[src/rtl/stopwatch_ctrl_if.sv]
// Button inputs and display-side outputs of the stopwatch control stage.
interface stopwatch_ctrl_if;
  localparam int unsigned DIGIT_W = 4;

  logic               btn_start;
  logic               btn_clear;
  logic [DIGIT_W-1:0] count1;
  logic [DIGIT_W-1:0] count2;
  logic [DIGIT_W-1:0] count3;
  logic [DIGIT_W-1:0] count4;
  logic               running;
  logic               overflow;

  // Environment side: drives the raw buttons, observes digits and status.
  modport master (
    output btn_start, btn_clear,
    input  count1, count2, count3, count4, running, overflow
  );

  // Stopwatch side: samples the raw buttons, drives digits and status.
  modport slave (
    input  btn_start, btn_clear,
    output count1, count2, count3, count4, running, overflow
  );
endinterface

[src/rtl/stopwatch_ctrl.sv]
// Stopwatch control: button synchronise/debounce, run/pause/idle FSM,
// count prescaler and four cascaded BCD digits for the display mux.

// One button: 2-flop synchroniser, stability-counter debouncer, rising press pulse.
module stopwatch_debounce #(
  parameter int unsigned DEBOUNCE_CYCLES = 1_000_000
) (
  input  logic clk,
  input  logic rst,
  input  logic btn_raw,
  output logic press
);
  localparam int unsigned DB_W = $clog2(DEBOUNCE_CYCLES + 1);

  logic            meta;
  logic            sync;
  logic            level;
  logic [DB_W-1:0] cnt;

  // Bring the asynchronous button into the clk domain.
  always_ff @(posedge clk) begin
    if (rst) begin
      meta <= 1'b0;
      sync <= 1'b0;
    end else begin
      meta <= btn_raw;
      sync <= meta;
    end
  end

  // Accept a level change only after DEBOUNCE_CYCLES consecutive differing samples.
  always_ff @(posedge clk) begin
    if (rst) begin
      level <= 1'b0;
      cnt   <= '0;
      press <= 1'b0;
    end else begin
      press <= 1'b0;
      if (sync == level) begin
        cnt <= '0;
      end else if (cnt == DB_W'(DEBOUNCE_CYCLES - 1)) begin
        level <= sync;
        cnt   <= '0;
        // Only an accepted rise is a press; an accepted release is silent.
        press <= sync;
      end else begin
        cnt <= cnt + DB_W'(1);
      end
    end
  end
endmodule

module stopwatch_ctrl #(
  parameter int unsigned TICK_DIV        = 1_000_000,
  parameter int unsigned DEBOUNCE_CYCLES = 1_000_000
) (
  input  logic             clk,
  input  logic             rst,
  stopwatch_ctrl_if.slave  sw
);
  localparam int unsigned NUM_DIGITS = 4;
  localparam int unsigned DIGIT_W    = 4;
  localparam int unsigned PS_W       = $clog2(TICK_DIV);

  typedef enum logic [1:0] {
    ST_IDLE  = 2'd0,
    ST_RUN   = 2'd1,
    ST_PAUSE = 2'd2
  } state_t;

  logic                                start_press;
  logic                                clear_press;
  state_t                              state_q;
  state_t                              state_d;
  logic                                running_q;
  logic                                running_d;
  logic [PS_W-1:0]                     presc_q;
  logic [PS_W-1:0]                     presc_d;
  logic [NUM_DIGITS-1:0][DIGIT_W-1:0]  digit_q;
  logic [NUM_DIGITS-1:0][DIGIT_W-1:0]  digit_d;
  logic                                overflow_q;
  logic                                overflow_d;
  logic                                tick_c;
  logic [NUM_DIGITS-1:0]               wrap_c;

  // Next value of one decade digit on an increment; 9 (or any illegal value) wraps to 0.
  function automatic logic [DIGIT_W-1:0] bcd_inc(input logic [DIGIT_W-1:0] d);
    return (d >= DIGIT_W'(9)) ? '0 : d + DIGIT_W'(1);
  endfunction

  stopwatch_debounce #(.DEBOUNCE_CYCLES(DEBOUNCE_CYCLES)) u_db_start (
    .clk     (clk),
    .rst     (rst),
    .btn_raw (sw.btn_start),
    .press   (start_press)
  );

  stopwatch_debounce #(.DEBOUNCE_CYCLES(DEBOUNCE_CYCLES)) u_db_clear (
    .clk     (clk),
    .rst     (rst),
    .btn_raw (sw.btn_clear),
    .press   (clear_press)
  );

  // A count tick is the last prescaler cycle while running.
  assign tick_c    = (state_q == ST_RUN) && (presc_q == PS_W'(TICK_DIV - 1));
  assign wrap_c[0] = (digit_q[0] >= DIGIT_W'(9));
  assign wrap_c[1] = (digit_q[1] >= DIGIT_W'(9));
  assign wrap_c[2] = (digit_q[2] >= DIGIT_W'(9));
  assign wrap_c[3] = (digit_q[3] >= DIGIT_W'(9));

  // State register; running tracks the state on the same edge.
  always_ff @(posedge clk) begin
    if (rst) begin
      state_q   <= ST_IDLE;
      running_q <= 1'b0;
    end else begin
      state_q   <= state_d;
      running_q <= running_d;
    end
  end

  // Next state: clear overrides start; start toggles between run and pause.
  always_comb begin
    state_d = state_q;
    if (clear_press) begin
      state_d = ST_IDLE;
    end else if (start_press) begin
      case (state_q)
        ST_IDLE:  state_d = ST_RUN;
        ST_RUN:   state_d = ST_PAUSE;
        ST_PAUSE: state_d = ST_RUN;
        default:  state_d = ST_IDLE;
      endcase
    end
    running_d = (state_d == ST_RUN);
  end

  // Prescaler and digit cascade next values; clear beats a coincident tick.
  always_comb begin
    presc_d    = presc_q;
    digit_d    = digit_q;
    overflow_d = 1'b0;
    if (clear_press || (state_q == ST_IDLE)) begin
      presc_d = '0;
      digit_d = '0;
    end else if (state_q == ST_RUN) begin
      if (tick_c) begin
        presc_d    = '0;
        digit_d[0] = bcd_inc(digit_q[0]);
        if (wrap_c[0]) begin
          digit_d[1] = bcd_inc(digit_q[1]);
        end
        if (&wrap_c[1:0]) begin
          digit_d[2] = bcd_inc(digit_q[2]);
        end
        if (&wrap_c[2:0]) begin
          digit_d[3] = bcd_inc(digit_q[3]);
        end
        // Every digit wrapping at once is the 9999 -> 0000 rollover.
        overflow_d = &wrap_c;
      end else begin
        presc_d = presc_q + PS_W'(1);
      end
    end
  end

  // Datapath registers.
  always_ff @(posedge clk) begin
    if (rst) begin
      presc_q    <= '0;
      digit_q    <= '0;
      overflow_q <= 1'b0;
    end else begin
      presc_q    <= presc_d;
      digit_q    <= digit_d;
      overflow_q <= overflow_d;
    end
  end

  assign sw.count1   = digit_q[0];
  assign sw.count2   = digit_q[1];
  assign sw.count3   = digit_q[2];
  assign sw.count4   = digit_q[3];
  assign sw.running  = running_q;
  assign sw.overflow = overflow_q;
endmodule

[src/flat_wrapper.sv]
// flat-port wrapper written by rule: the top's interface ports become plain ports
module stopwatch_ctrl_flat 
#(
  parameter int unsigned TICK_DIV        = 1_000_000,
  parameter int unsigned DEBOUNCE_CYCLES = 1_000_000
)
  (clk, rst, sw_btn_start, sw_btn_clear, sw_count1, sw_count2, sw_count3, sw_count4, sw_running, sw_overflow);
  stopwatch_ctrl_if sw_i ();
  input  logic clk;
  input  logic rst;
  input wire logic [$bits(sw_i.btn_start)-1:0] sw_btn_start;
  input wire logic [$bits(sw_i.btn_clear)-1:0] sw_btn_clear;
  output wire logic [$bits(sw_i.count1)-1:0] sw_count1;
  output wire logic [$bits(sw_i.count2)-1:0] sw_count2;
  output wire logic [$bits(sw_i.count3)-1:0] sw_count3;
  output wire logic [$bits(sw_i.count4)-1:0] sw_count4;
  output wire logic [$bits(sw_i.running)-1:0] sw_running;
  output wire logic [$bits(sw_i.overflow)-1:0] sw_overflow;
  assign sw_i.btn_start = sw_btn_start;
  assign sw_i.btn_clear = sw_btn_clear;
  assign sw_count1 = sw_i.count1;
  assign sw_count2 = sw_i.count2;
  assign sw_count3 = sw_i.count3;
  assign sw_count4 = sw_i.count4;
  assign sw_running = sw_i.running;
  assign sw_overflow = sw_i.overflow;
  stopwatch_ctrl #(.TICK_DIV(TICK_DIV), .DEBOUNCE_CYCLES(DEBOUNCE_CYCLES)) u_core (.clk(clk), .rst(rst), .sw(sw_i));
endmodule
[config.mk]
export PLATFORM = sky130hd
export DESIGN_NAME = stopwatch_ctrl_flat
export DESIGN_NICKNAME = d
export VERILOG_FILES = /design/src/rtl/stopwatch_ctrl_if.sv /design/src/rtl/stopwatch_ctrl.sv /design/src/flat_wrapper.sv
export SDC_FILE = /design/constraint.sdc
export NUM_CORES = 1
export LEC_CHECK = 0
export BUFFER_PORTS_ARGS = -buffer_cell sky130_fd_sc_hd__clkbuf_2
export CORE_MARGIN = 2
export CORE_UTILIZATION = 60
export CTS_CLUSTER_SIZE = 16
export DETAILED_ROUTE_END_ITERATION = 6
export PLACE_DENSITY = 0.82
export SLEW_MARGIN = 30
export SYNTH_ARGS = -nofsm -noshare
export SYNTH_HDL_FRONTEND = slang
export SYNTH_SLANG_ARGS = --single-unit
export TNS_END_PERCENT = 30
[constraint.sdc]
create_clock -name clk -period 2.25 [get_ports clk]
set_input_delay 0.225 -clock clk [delete_from_list [all_inputs] [get_ports clk]]
set_output_delay 0.225 -clock clk [all_outputs]
set_load 0.02 [all_outputs]
==> impl_metrics.json <==
{
  "outcome": "finished, violations left",
  "violations": "DRC",
  "avgViaCountPerCell": 5.582,
  "powerDensity_nw_per_um2": 593.9,
  "irDropWorstVdd_v": 0.0004172,
  "period_minus_slack_ns": 2.083,
  "synth_ff_type": "dfxtp_1",
  "holdPathStages": 2,
  "cts-resized-gates": 0,
  "finalSetupViolations": 0,
  "cts_max_path_buffers": 2,
  "finalNetCount": 513,
  "drt_iter0_drc": 128,
  "pre_cts_ws_ns": 0.08793,
  "rsz0062_at_grt": "no",
  "wl_per_cell_um": 13.00,
  "cts_buffers": 9,
  "routed.top_layer": "met4",
  "ys_seq_elements": 88,
  "yosys_warnings": 0,
  "setup_slack_ns": 0.1669,
  "synthTopCellsByArea": "dfxtp_1, xor2_1, nor2_1",
  "fmax_mhz": 480.1,
  "synth_edf_count": 0,
  "rows": 29,
  "tns_ns": 0,
  "port_buffers": 21,
  "grt_pass1_wl_um": 13230,
  "antenna_found_initial": 0,
  "cp_max_fo": 7,
  "critical_path_required_ns": 2.50,
  "antenna_left": 0,
  "ff_latch_area_sq_um": 1762,
  "critPathLaunchType": "flip-flop",
  "synthArstFlopShare_pct": 0,
  "skew_ns": 0.006570,
  "postCtsHoldBufs": 0,
  "arrival_ns": 2.33,
  "ios": 22,
  "fin_crit_sh_pct": 92.58,
  "wl_met2_um": 3568,
  "area_growth_pct": 12.06,
  "synth_nets": 476,
  "cellLeakagePower_nw": 1.586,
  "dp_hpwl_um": 5264,
  "synth-seq-area-share_pct": 43.88,
  "cp_cell_sequence": "ha_1 -> nand4_1 -> nand4b_1 -> or4_4 -> a2111oi_4 -> nor3_1",
  "instances_no_fill": 576,
  "end_kind": "flip-flop",
  "gp_congestion": 0.8354,
  "synth_cell_types": 46,
  "stdcell_area_sq_um": 4499,
  "path_clk_slew_ns": 0.09,
  "hold_viol_final": 0,
  "antennaDiodeCount": 0,
  "grt_use_total_pct": 22.13,
  "drive_gt1_share_pct": 12.42,
  "cts_max_level": 3,
  "grt_max_degree": 21,
  "initial_utilization_pct": 62.52,
  "yosysTopAreaCellShare_pct": 43.88,
  "wl_met3_um": 256,
  "cts-root-buf": "clkbuf_8",
  "cp_slowest_cell": "or4_4",
  "drt_drc_violations_left": 4,
  "mostFrequentLayoutCells": "dfxtp_1, nor2_1, xor2_1",
  "maxSlewViolCount": 0,
  "dp_cells": 560,
  "die_w_um": 85.81,
  "cap_violations": 0,
  "worst-r2r-setup-slack_ns": 0.17,
  "die_h_um": 85.81,
  "multi_input_area_sq_um": 2171,
  "yosysTopAreaCell": "dfxtp_1",
  "dieArea_sq_um": 7363,
  "layout_commonest_cell": "dfxtp_1",
  "netlist_instances": 457,
  "num_vias": 3215,
  "maxSlewHeadroom_pct": 54.37,
  "cts_tree": "done",
  "worstRegToRegCells": 6,
  "grt_pass1_vias": 3148,
  "n_fill_cell": 487,
  "drt_first_pass_iters": 7,
  "placed_area_sq_um": 4290,
  "hp-class": "primary input to flip-flop",
  "m1WireLength_um": 3523,
  "postCtsSetupRepairBufs": 0,
  "critPathKind": "flip-flop to flip-flop",
  "syn_area_sq_um": 4015,
  "worst-slew-pin-transition_ns": 0.6792,
  "routed_wl_um": 7486,
  "grt-ovfl-total": 0,
  "slowest_delay_ns": 0.61,
  "cts_sinks": 88,
  "coreArea_sq_um": 6422,
  "clkLatencyLatePin_ns": 0.36,
  "syn_avg_cell_area_sq_um": 8.786
}
stage by stage:
| step | total power, mW | hold WS, ns | util (%) |
|---|---|---|---|
| 2_1_floorplan | 1.613 | 0.3532 | - |
| 3_3_place_gp | 1.619 | 0.4171 | 66.80 |
| 3_5_place_dp | 1.619 | 0.4274 | 66.80 |
| 4_1_cts | 2.693 | 0.07070 | 69.86 |
| 5_1_grt | 2.763 | 0.07659 | 70.06 |
| 6_report | 2.672 | 0.07200 | 70.06 |
kinds of logic after synthesis:
family / after synthesis / synth area share (%)
fa+ha+maj: 15 / 4.674
mux: 5 / 1.309
flops: 88 / 43.88
simple gates: 240 / 30.51
compound gates: 29 / 5.048
buf+inv: 24 / 2.369
xor+xnor: 56 / 12.22
critical path, delay by kind of cell (launching register included):
family,cells,cell delay (ns)
and+or+nand+nor,4,1.04
DFF,1,0.37
adders and majority gates,1,0.22
AOI/OAI and AO/OA,1,0.33
path summary, 6_finish.rpt:
check	startpoint	to
max	u_core.presc_q[0]	u_core.sw.count4[3]
min	sw_btn_start	u_core.u_db_start.meta
max reg2reg	u_core.presc_q[0]	u_core.sw.count4[3]
min reg2reg	u_core.u_db_clear.meta	u_core.u_db_clear.sync
where the power goes:
part / total [mW] / internal (mW) / switching (mW) / leakage [nW]
clock: 1.09 / 0.538 / 0.553 / 0.106
sequential: 1.56 / 1.56 / 0.00278 / 0.709
combinational: 0.0192 / 0.00750 / 0.0117 / 0.771
cell usage after synthesis (2+ instances only):
cell type   n
a21oi_1    13
a41oi_1     2
and3_1     14
and4_1      3
and4b_1     2
buf_2       4
clkbuf_1    7
dfxtp_1    88
ha_1       15
inv_1      13
mux2_2      2
mux2i_1     3
nand2_1    36
nand2b_1    2
nand3_1    34
nand4_1    15
nand4b_1    3
nor2_1     79
nor2b_1     6
nor3_1     14
nor3b_1     2
nor4_1      9
nor4b_2     2
nor4bb_1    3
o21a_1      2
o21ai_0     3
o31ai_1     2
or2_1       2
or3_1       5
or4_1       2
xnor2_1    19
xor2_1     37
flip-flops by register name (all words and copies together) (netlist names), 2 cells and up:
signal	count
u_core.sw.count4	4
u_core.sw.count2	4
u_core.u_db_start.cnt	20
u_core.state_q	2
u_core.u_db_clear.cnt	20
u_core.sw.count3	4
u_core.presc_q	20
u_core.sw.count1	4
layer usage:
| metal | global-route usage [%] | vias to the layer above |
|---|---|---|
| li1 | - | 1645 |
| met1 | 27.34 | 1494 |
| met2 | 36.08 | 60 |
| met3 | 5.582 | 16 |
| met4 | 10.82 | 0 |
| met5 | 0 | - |
layout make-up:
class                      instances  area share, %
clock buffer                      10          3.059
sequential                        88          39.15
multi-input combinational        345          48.25
clock inverter                     6          1.307
timing repair buffer              37          5.006
tap                               77          2.141
inverter                          13          1.085
Note: power is estimated with default switching activity, not from simulation.
